$ cat config.mk
export PLATFORM = sky130hd
export DESIGN_NAME = demux_frame_router
export DESIGN_NICKNAME = d
export VERILOG_FILES = /design/src/rtl/demux_frame_router.sv
export SDC_FILE = /design/constraint.sdc
export NUM_CORES = 1
export LEC_CHECK = 0
export ABC_AREA = 1
export BUFFER_PORTS_ARGS = -buffer_cell sky130_fd_sc_hd__clkbuf_2
export CAP_MARGIN = 0
export CORE_ASPECT_RATIO = 1.1
export CORE_MARGIN = 2
export CORE_UTILIZATION = 59
export CTS_BUF_LIST = sky130_fd_sc_hd__clkbuf_8
export DETAILED_ROUTE_END_ITERATION = 8
export HOLD_SLACK_MARGIN = 0.06
export PLACE_DENSITY = 0.89
export SYNTH_ARGS = -nofsm -noshare
export SYNTH_HDL_FRONTEND = slang
export SYNTH_SLANG_ARGS = --single-unit
$ cat constraint.sdc
create_clock -name clk -period 1.95 [get_ports clk]
set_input_delay 0.195 -clock clk [delete_from_list [all_inputs] [get_ports clk]]
set_output_delay 0.195 -clock clk [all_outputs]
set_load 0.05 [all_outputs]
$ cat src/rtl/demux_frame_router.sv
// Frame router that feeds the 1-to-4 demux. A start-framed serial stream carries
// a 2-bit channel address followed by PAYLOAD_LEN payload bits for that channel.
module demux_frame_router #(
  parameter int PAYLOAD_LEN = 8,
  parameter int CNT_W       = 8
) (
  input  logic             clk,
  input  logic             rst,
  input  logic             start,
  input  logic             din,
  output logic             x,
  output logic             s1,
  output logic             s0,
  output logic             busy,
  output logic             done,
  output logic             overrun,
  output logic [CNT_W-1:0] frame_cnt
);

  localparam int BEAT_W = $clog2(PAYLOAD_LEN) + 1;
  localparam logic [BEAT_W-1:0] LAST_BEAT = BEAT_W'(PAYLOAD_LEN - 1);

  typedef enum logic [1:0] {
    IDLE    = 2'd0,
    ADDR_HI = 2'd1,
    ADDR_LO = 2'd2,
    PAYLOAD = 2'd3
  } state_t;

  state_t            state, state_nxt;
  logic [BEAT_W-1:0] beat, beat_nxt;
  logic              addr_hi, addr_hi_nxt;
  logic              x_nxt, s1_nxt, s0_nxt, done_nxt, overrun_nxt;
  logic [CNT_W-1:0]  frame_cnt_nxt;

  assign busy = (state != IDLE);

  // x stays low outside PAYLOAD so a following frame's address bits never leak
  always_comb begin
    state_nxt     = state;
    beat_nxt      = beat;
    addr_hi_nxt   = addr_hi;
    x_nxt         = 1'b0;
    s1_nxt        = s1;
    s0_nxt        = s0;
    done_nxt      = 1'b0;
    overrun_nxt   = start && (state != IDLE);
    frame_cnt_nxt = frame_cnt;
    case (state)
      IDLE: begin
        if (start) state_nxt = ADDR_HI;
      end
      ADDR_HI: begin
        addr_hi_nxt = din;
        state_nxt   = ADDR_LO;
      end
      ADDR_LO: begin
        // both selects switch on one edge, never showing a half-updated address
        s1_nxt    = addr_hi;
        s0_nxt    = din;
        beat_nxt  = '0;
        state_nxt = PAYLOAD;
      end
      PAYLOAD: begin
        x_nxt    = din;
        beat_nxt = beat + BEAT_W'(1);
        if (beat == LAST_BEAT) begin
          state_nxt     = IDLE;
          done_nxt      = 1'b1;
          frame_cnt_nxt = frame_cnt + CNT_W'(1);
          beat_nxt      = '0;
        end
      end
      default: state_nxt = IDLE;
    endcase
  end

  always_ff @(posedge clk) begin
    if (rst) begin
      state     <= IDLE;
      beat      <= '0;
      addr_hi   <= 1'b0;
      x         <= 1'b0;
      s1        <= 1'b0;
      s0        <= 1'b0;
      done      <= 1'b0;
      overrun   <= 1'b0;
      frame_cnt <= '0;
    end else begin
      state     <= state_nxt;
      beat      <= beat_nxt;
      addr_hi   <= addr_hi_nxt;
      x         <= x_nxt;
      s1        <= s1_nxt;
      s0        <= s0_nxt;
      done      <= done_nxt;
      overrun   <= overrun_nxt;
      frame_cnt <= frame_cnt_nxt;
    end
  end

endmodule

==> results.sh, run 1 <==
export IMPL_status="finished, final reports clean"
export IMPL_clock_sinks=20
export IMPL_cts_resized=0
export IMPL_ant_nets=0
export IMPL_crit_end="busy"
export IMPL_hpwl_mm=1.24
export IMPL_clockBufferDepth=2
export IMPL_relSlewSlack=0.782
export IMPL_placed_cell_area_um2=988
export IMPL_synth_mux_area_frac=0
export IMPL_fmax_mhz=663
export IMPL_start_util=0.639
export IMPL_dr_total_vias=828
export IMPL_reg2regPathDepth=6
export IMPL_drc=0
export IMPL_gp_routability_congestion=0.812
export IMPL_die_height_um=44.9
export IMPL_cts_htree_levels=1
export IMPL_worst_setup_path_type="flop to output port"
export IMPL_ios=18
export IMPL_root_buffer="clkbuf_8"
export IMPL_fin_nets=150
export IMPL_fin_setup_tns_ns=0
export IMPL_path_clk_slew_ns=0.07
export IMPL_worstMarginPinSlew_ns=0.327
export IMPL_worst_setup_path_start_kind="flop"
export IMPL_hold_viol=0
export IMPL_slew_violations=0
export IMPL_drt_pass1_iterations=4
export IMPL_syn_area_um2=896
export IMPL_fin_skew_ns=0.00156
export IMPL_cts_hold_fix_buffers=0
export IMPL_diodes=0
export IMPL_synth_xor_area_share=0.00978
export IMPL_synth_cell_types=16
export IMPL_postSynthAreaPerCell_um2=7.47
export IMPL_grt_max_degree=13
export IMPL_final_setup_viol_count=0
export IMPL_drtIter0Drc=21
export IMPL_routed_wl_mm=1.72
export IMPL_timing_hold_ws_ns=0.149
export IMPL_viasPerCell=5.34
export IMPL_crit_start="state[0]$_SDFFE_PP0P_"
export IMPL_cp_arrival_ns=1.31
export IMPL_min_period_over_period=0.773
export IMPL_die_width_um=41.2
export IMPL_rr_startpoint="state[1]$_SDFFE_PP0P_"
export IMPL_postSynthCellCount=120
export IMPL_ys_seq_area_frac=0.447
export IMPL_grt_pass1_vias=713
export IMPL_fin_area_um2=1040
export IMPL_max_stage_delay_ns=0.37
export IMPL_ir_drop_v=0.000821
export IMPL_post_cts_buffers=0
export IMPL_powerDensity_nw_per_um2=1140
export IMPL_grt_usage=0.227
export IMPL_area_delta_synth_final_pct=16.5
export IMPL_fp_coreArea_um2=1400
export IMPL_place_ws_ns=0.579
export IMPL_wl_per_cell_um=11.1
export IMPL_synthAdderAreaFrac=0.0838
export IMPL_rows=14
export IMPL_r2r_end="frame_cnt[4]$_SDFFE_PP0P_"
export IMPL_crit_path_cell_trace="inv_1 -> ha_1 -> inv_1 -> clkbuf_2"
export IMPL_cts_tree="done"
export IMPL_cts_made_buffers=3
export IMPL_p_leak_nw=0.498
export IMPL_synth_top_family_by_area="simple AND/OR/NAND/NOR gates"
export IMPL_syn_nets=130
export IMPL_period_needed_ns=1.51
export IMPL_synth_simple_area_share=0.270
export IMPL_crit_top_cell="inv_1"
export IMPL_min_delay_path_class="primary input to flop"
export IMPL_crit_slowest_cell="dfxtp_1"
export IMPL_crit_path_max_fanout=3
export IMPL_port_buffers=17
export IMPL_ys_ff_latch=20
export IMPL_gr_total_overflow=0
export IMPL_grt_pass1_wl_mm=2.82
export IMPL_antenna_found_initial=0
export IMPL_setup_slack_ns=0.442
export IMPL_yosysWarnings=0
export IMPL_crit_path_end_kind="output port"
export IMPL_dieArea_um2=1850
export IMPL_cap_violations=0
export IMPL_r2r_setup_slack_ns=0.58
export IMPL_required_ns=1.75
export IMPL_synth_compound_area_frac=0.109
export IMPL_rsz0062_at_grt="false"
export IMPL_drive_gt1_frac=0.165
export IMPL_clk_latency_ns=0.26
synthesized netlist by cell type:
library cell   n  area [µm²]
nand2_1       25        93.8
nor2_4         1        11.3
nor2_1        17        63.8
a22oi_1        1        7.51
ha_1           6        75.1
dfxtp_1       20         400
xor2_1         1        8.76
nand4_1        2        12.5
inv_1         16        60.1
a21oi_1       12        60.1
buf_2          1        5.00
o21ai_0        6        30.0
buf_4          1        7.51
nand3_1        7        35.0
nand3_2        1        10.0
nor3_1         3        15.0
metal layers:
layer  vias to the layer above  GRT usage  wire, µm
met5                         -          0         0
met4                         0      0.142        52
met3                         7     0.0443        73
met2                        22      0.391       839
met1                       379      0.241       759
li1                        420          -         -
through the flow:
step,util,total power [W],std cells
2_1_floorplan,-,0.000805,120
3_3_place_gp,0.705,0.000872,151
3_5_place_dp,0.705,0.000887,151
4_1_cts,0.745,0.00120,155
5_1_grt,0.745,0.00126,155
6_report,0.745,0.00119,155
where the power goes:
group	total, W	switching (W)	internal [W]
clock network	0.000315	0.000135	0.000180
registers	0.000494	0.0000325	0.000461
logic	0.000384	0.000280	0.000104
how the worst min path moves through the flow:
stage | start | end | slack, ns | depth (start not counted)
global route | start | overrun$_SDFF_PP0_ | 0.16 | 3
finish | start | overrun$_SDFF_PP0_ | 0.15 | 3
detailed placement | start | overrun$_SDFF_PP0_ | 0.43 | 3
floorplan | start | overrun$_SDFF_PP0_ | 0.33 | 2
global placement | start | overrun$_SDFF_PP0_ | 0.42 | 3
CTS | start | overrun$_SDFF_PP0_ | 0.15 | 3
worst max-delay path: cells and delay by family, from the launching register on:
kind | cells | cell delay [ns]
adder cells (fa/ha/maj) | 1 | 0.24
buffers and inverters | 3 | 0.44
flip-flops | 1 | 0.37
layout make-up:
class,count,area (µm²)
timing repair buffer,17,85.1
multi-input combinational,82,423
fill,118,358
inverter,16,60.1
tap,16,20.0
sequential,20,400
clock buffer,4,55.1
cells by family (layout without fill, tap and decap cells):
kind of cell | count (synthesis) | after routing
AO/OA/AOI/OAI | 19 | 19
flip-flops | 20 | 20
AND/OR/NAND/NOR | 56 | 56
XOR/XNOR | 1 | 1
adder cells (fa/ha/maj) | 6 | 6
buffers and inverters | 18 | 37
state kept, by name (all words and copies together) (netlist names):
register	flops
frame_cnt	8
beat	4
state	2
addr_hi	1
done	1
overrun	1
s0	1
s1	1
x	1
placed cells by master, fill, tap and decap left out:
cell type,count
nor3_1,3
xor2_1,1
nand3_1,7
nor2_4,1
ha_1,6
inv_1,16
nor2_1,17
a21oi_1,12
dfxtp_1,20
o21ai_0,6
nand2_1,25
clkbuf_8,4
nand3_2,1
clkbuf_2,17
a22oi_1,1
nand4_1,2
Power figures use the tool's default switching activity.
==> run 2: changes to the inputs <==
--- a/config.mk
+++ b/config.mk
@@ -10,11 +10,11 @@
 export CAP_MARGIN = 0
 export CORE_ASPECT_RATIO = 1.1
 export CORE_MARGIN = 2
-export CORE_UTILIZATION = 59
+export CORE_UTILIZATION = 55
 export CTS_BUF_LIST = sky130_fd_sc_hd__clkbuf_8
 export DETAILED_ROUTE_END_ITERATION = 8
 export HOLD_SLACK_MARGIN = 0.06
-export PLACE_DENSITY = 0.89
+export PLACE_DENSITY = 0.84
 export SYNTH_ARGS = -nofsm -noshare
 export SYNTH_HDL_FRONTEND = slang
 export SYNTH_SLANG_ARGS = --single-unit
==> constraint.sdc (replaced) <==
create_clock -name clk -period 1.5 [get_ports clk]
set_input_delay 0.15 -clock clk [delete_from_list [all_inputs] [get_ports clk]]
set_output_delay 0.15 -clock clk [all_outputs]
set_load 0.05 [all_outputs]
==> results.sh, run 2 (synthesized netlist as in run 1, its figures left out) <==
export IMPL_drive_gt1_frac=0.179
export IMPL_die_height_um=46.3
export IMPL_ant_nets=0
export IMPL_r2r_setup_slack_ns=0.12
export IMPL_reg_top3="frame_cnt x8, beat x4, state x2"
export IMPL_fmax_mhz=703
export IMPL_start_util=0.575
export IMPL_path_clk_slew_ns=0.07
export IMPL_fin_util=0.675
export IMPL_mostFrequentLayoutCells="nand2_1 (25), dfxtp_1 (20), nor2_1 (17)"
export IMPL_required_ns=1.35
export IMPL_grt_pass1_vias=687
export IMPL_drc=0
export IMPL_p_leak_nw=0.500
export IMPL_cap_violations=0
export IMPL_min_period_over_period=0.949
export IMPL_final_setup_viol_count=0
export IMPL_multi_input_area_um2=425
export IMPL_grt_usage=0.196
export IMPL_nFillCells=138
export IMPL_die_width_um=42.5
export IMPL_slew_violations=0
export IMPL_root_buffer="clkbuf_8"
export IMPL_worst_setup_path_type="flop to output port"
export IMPL_seqPwrFrac=0.426
export IMPL_wl_per_cell_um=11.5
export IMPL_gr_total_overflow=0
export IMPL_cts_hold_fix_buffers=0
export IMPL_cp_arrival_ns=1.27
export IMPL_drtIter0Drc=28
export IMPL_intPower_w=0.000929
export IMPL_dieArea_um2=1970
export IMPL_rows=15
export IMPL_cts_htree_levels=1
export IMPL_cts_tree="done"
export IMPL_clockPowerShare=0.228
export IMPL_rr_startpoint="beat[1]$_SDFFE_PP0P_"
export IMPL_drt_pass1_iterations=4
export IMPL_clock_sinks=20
export IMPL_status="finished, final reports clean"
export IMPL_ios=18
export IMPL_fp_coreArea_um2=1560
export IMPL_reg2regPathDepth=7
export IMPL_antenna_found_initial=0
export IMPL_regArea_um2=400
export IMPL_cts_made_buffers=3
export IMPL_fin_nets=152
export IMPL_worstMarginPinSlew_ns=0.337
export IMPL_clk_latency_ns=0.26
export IMPL_diodes=0
export IMPL_min_path_cells=3
export IMPL_regMostFlops="frame_cnt"
export IMPL_crit_path_max_fanout=3
export IMPL_grt_pass1_wl_mm=2.82
export IMPL_port_buffers=17
export IMPL_relSlewSlack=0.775
export IMPL_powerDensity_nw_per_um2=1440
export IMPL_area_delta_synth_final_pct=17.3
export IMPL_hold_viol=0
export IMPL_worst_hold_startpoint="start"
export IMPL_period_needed_ns=1.42
export IMPL_mostFrequentLayoutCell="nand2_1"
export IMPL_switchingPower_w=0.000588
export IMPL_min_delay_path_class="primary input to flop"
export IMPL_clockBufferDepth=2
export IMPL_fin_skew_ns=0.00208
export IMPL_whs_endpoint="overrun$_SDFF_PP0_"
export IMPL_dr_total_vias=829
export IMPL_grt_max_degree=13
export IMPL_largest_reg_flops=8
export IMPL_r2r_end="frame_cnt[3]$_SDFFE_PP0P_"
export IMPL_routed_wl_mm=1.80
export IMPL_crit_path_end_kind="output port"
export IMPL_sw_frac_of_total=0.387
export IMPL_ir_drop_v=0.00134
export IMPL_gp_routability_congestion=0.829
export IMPL_fin_setup_tns_ns=0
export IMPL_viasPerCell=5.28
export IMPL_hpwl_mm=1.21
export IMPL_combPwrFrac=0.347
export IMPL_worst_setup_path_start_kind="flop"
[run 2: changes by cell type in the layout (fill, tap and decap cells not counted), sizes merged]
cell	change
buf	+2
clkbuf	-1
[run 2: layout make-up]
class                      instances  share of cell area
clock buffer                       3              0.0393
inverter                          16              0.0571
multi-input combinational         82               0.405
sequential                        20               0.381
tap                               17              0.0202
timing repair buffer              19              0.0976
[run 2: critical path, cell delays in order (launching register included)]
cell	delay, ns
dfxtp_1	0.38
inv_1	0.09
ha_1	0.23
inv_1	0.09
clkbuf_4	0.23
[run 2: stage by stage]
step	area (µm²)	instances	setup slack, ns	hold WS, ns	total power [W]
after CTS	1030	155	0.0550	0.116	0.00150
after floorplan	896	120	0.00306	0.283	0.00105
after global placement	990	152	0.186	0.377	0.00114
final	1050	157	0.0765	0.111	0.00152
after global routing	1050	157	-0.0131	0.143	0.00159
after detailed placement	990	152	0.141	0.380	0.00115
[run 2: power groups by stage]
stage                     Sequential [W]  Combinational, W  Clock [W]
final                           0.000646          0.000526   0.000345
after floorplan                 0.000738          0.000308          0
after global routing            0.000652          0.000571   0.000366
after detailed placement        0.000654          0.000497          0
after global placement          0.000650          0.000485          0
after CTS                       0.000643          0.000516   0.000345
[run 2: routing by layer]
layer | routed length (µm) | vias up | track usage
met3 | 52 | 5 | 0.0353
met4 | 41 | 0 | 0.125
met2 | 923 | 20 | 0.366
li1 | - | 422 | -
met5 | 0 | - | 0
met1 | 781 | 382 | 0.205
[run 2: how the worst max path moves through the flow]
stage	start	to	slack, ns	cells after the start
floorplan	frame_cnt[0]$_SDFFE_PP0P_	frame_cnt[6]$_SDFFE_PP0P_	0.003	6
global placement	state[1]$_SDFFE_PP0P_	frame_cnt[4]$_SDFFE_PP0P_	0.19	6
detailed placement	state[1]$_SDFFE_PP0P_	frame_cnt[4]$_SDFFE_PP0P_	0.14	6
CTS	state[0]$_SDFFE_PP0P_	busy	0.06	4
global route	beat[1]$_SDFFE_PP0P_	frame_cnt[3]$_SDFFE_PP0P_	-0.01	7
finish	state[0]$_SDFFE_PP0P_	busy	0.08	4
[run 2: what timing repair did]
item | in CTS | in global routing
setup endpoints to repair | 0 | 3
setup buffers | 0 | 2
resized for setup | 0 | 3
==> run 3: changes to the inputs <==
--- a/config.mk
+++ b/config.mk
@@ -15,6 +15,7 @@
 export DETAILED_ROUTE_END_ITERATION = 8
 export HOLD_SLACK_MARGIN = 0.06
 export PLACE_DENSITY = 0.84
+export REMOVE_ABC_BUFFERS = 1
 export SYNTH_ARGS = -nofsm -noshare
 export SYNTH_HDL_FRONTEND = slang
 export SYNTH_SLANG_ARGS = --single-unit
==> constraint.sdc (replaced) <==
create_clock -name clk -period 1.5 [get_ports clk]
set_input_delay 0.225 -clock clk [delete_from_list [all_inputs] [get_ports clk]]
set_output_delay 0.225 -clock clk [all_outputs]
set_load 0.05 [all_outputs]
==> results.sh, run 3 (synthesized netlist as in run 1, its figures left out) <==
export IMPL_status="finished, final reports clean"
export IMPL_met1_usage=0.221
export IMPL_ant_nets=0
export IMPL_worstMarginPinSlew_ns=0.320
export IMPL_drt_pass1_iterations=4
export IMPL_hold_viol=0
export IMPL_min_delay_path_class="primary input to flop"
export IMPL_slew_violations=0
export IMPL_ios=18
export IMPL_final_setup_viol_count=0
export IMPL_clk_latency_ns=0.25
export IMPL_cts_made_buffers=3
export IMPL_worst_setup_path_start_kind="flop"
export IMPL_met2_usage=0.283
export IMPL_hpwl_mm=1.20
export IMPL_intPower_w=0.000943
export IMPL_drc=0
export IMPL_sw_frac_of_total=0.374
export IMPL_post_cts_buffers=0
export IMPL_powerDensity_nw_per_um2=1450
export IMPL_gp_routability_congestion=0.806
export IMPL_drive_gt1_frac=0.174
export IMPL_fin_skew_ns=0.00475
export IMPL_die_width_um=42.5
export IMPL_clockBufferDepth=2
export IMPL_diodes=0
export IMPL_grt_usage=0.173
export IMPL_cap_violations=0
export IMPL_cts_hold_fix_buffers=0
export IMPL_viasPerCell=5.12
export IMPL_path_clk_slew_ns=0.07
export IMPL_routed_wl_mm=1.56
export IMPL_mostFrequentLayoutCell="nand2_1"
export IMPL_relSlewSlack=0.786
export IMPL_antenna_found_initial=0
export IMPL_crit_path_end_kind="output port"
export IMPL_switchingPower_w=0.000563
export IMPL_min_period_over_period=0.935
export IMPL_use_met3=0.0353
export IMPL_ir_drop_v=0.000909
export IMPL_regMostFlops="frame_cnt"
export IMPL_cts_htree_levels=1
export IMPL_die_height_um=46.3
export IMPL_fin_setup_tns_ns=0
export IMPL_required_ns=1.27
export IMPL_wl_per_cell_um=10.1
export IMPL_fp_coreArea_um2=1560
export IMPL_grt_busiest_layer="met2"
export IMPL_clockPowerShare=0.223
export IMPL_port_buffers=17
export IMPL_start_util=0.575
export IMPL_grt_pass1_vias=654
export IMPL_dr_total_vias=793
export IMPL_root_buffer="clkbuf_8"
export IMPL_period_needed_ns=1.40
export IMPL_gr_total_overflow=0
export IMPL_p_leak_nw=0.491
export IMPL_nFillCells=140
export IMPL_fin_nets=150
export IMPL_crit_path_max_fanout=4
export IMPL_grt_pass1_wl_mm=2.59
export IMPL_area_delta_synth_final_pct=16.2
export IMPL_cts_resized=1
export IMPL_multi_input_area_um2=425
export IMPL_grt_max_degree=13
export IMPL_rsz0062_at_grt="false"
export IMPL_drtIter0Drc=12
export IMPL_clock_sinks=20
export IMPL_regArea_um2=402
export IMPL_timing_hold_ws_ns=0.191
export IMPL_fmax_mhz=713
export IMPL_dieArea_um2=1970
export IMPL_seqPwrFrac=0.431
export IMPL_cp_arrival_ns=1.18
export IMPL_cts_tree="done"
export IMPL_rows=15
export IMPL_worst_setup_path_type="flop to output port"
export IMPL_combPwrFrac=0.346
export IMPL_largest_reg_flops=8
export IMPL_reg_top3="frame_cnt x8, beat x4, state x2"
export IMPL_mostFrequentLayoutCells="nand2_1 (25), dfxtp_1 (19), nor2_1 (17)"
==> run 3: changes by cell type in the layout (fill, tap and decap cells not counted) <==
| cell | change |
|---|---|
| buf_4 | -2 |
| clkbuf_4 | -1 |
| dfxtp_1 | -1 |
| dfxtp_2 | +1 |
| buf_6 | +1 |
==> run 3: metrics by stage <==
step / utilization / setup WS (ns) / std cells / total power (W) / instance area (µm²)
2_1_floorplan: - / 0.00209 / 118 / 0.00104 / 883
3_3_place_gp: 0.635 / 0.189 / 152 / 0.00114 / 990
3_5_place_dp: 0.635 / 0.126 / 152 / 0.00115 / 990
4_1_cts: 0.663 / 0.0453 / 155 / 0.00149 / 1030
5_1_grt: 0.668 / 0.0108 / 155 / 0.00161 / 1040
6_report: 0.668 / 0.0979 / 155 / 0.00151 / 1040
==> run 3: layout make-up <==
class                   instances  share of cell area
well taps                      17              0.0204
multi-input cells              82               0.409
clock buffers                   3              0.0397
flip-flops and latches         20               0.386
inverters                      16              0.0577
repair buffers                 17              0.0877
==> run 3: worst paths after layout <==
check | start | slack (ns) | end | depth (start not counted)
max | state[1]$_SDFFE_PP0P_ | 0.1 | busy | 4
min | start | 0.19 | overrun$_SDFF_PP0_ | 3
max reg2reg | state[1]$_SDFFE_PP0P_ | 0.15 | frame_cnt[4]$_SDFFE_PP0P_ | 6
min reg2reg | beat[3]$_SDFFE_PP0P_ | 0.47 | beat[3]$_SDFFE_PP0P_ | 2
==> run 3: metal layers <==
layer,share of wire,wire length [µm],vias to the layer above
li1,-,-,421
met1,0.49,763,355
met2,0.47,735,15
met3,0.033,52,2
met4,0.0070,11,0
met5,0,0,-
==> run 3: power groups by stage <==
stage               combinational, W  sequential, W  clock [W]
floorplan                   0.000303       0.000738          0
global placement            0.000485       0.000650          0
detailed placement          0.000489       0.000657          0
CTS                         0.000501       0.000645   0.000344
global route                0.000588       0.000658   0.000366
finish                      0.000521       0.000649   0.000336
==> run 3: worst max-delay path: stages, from the launching register on <==
cell and delay, ns:
dfxtp_1 0.38, inv_1 0.08, ha_1 0.21, inv_1 0.09, buf_6 0.16
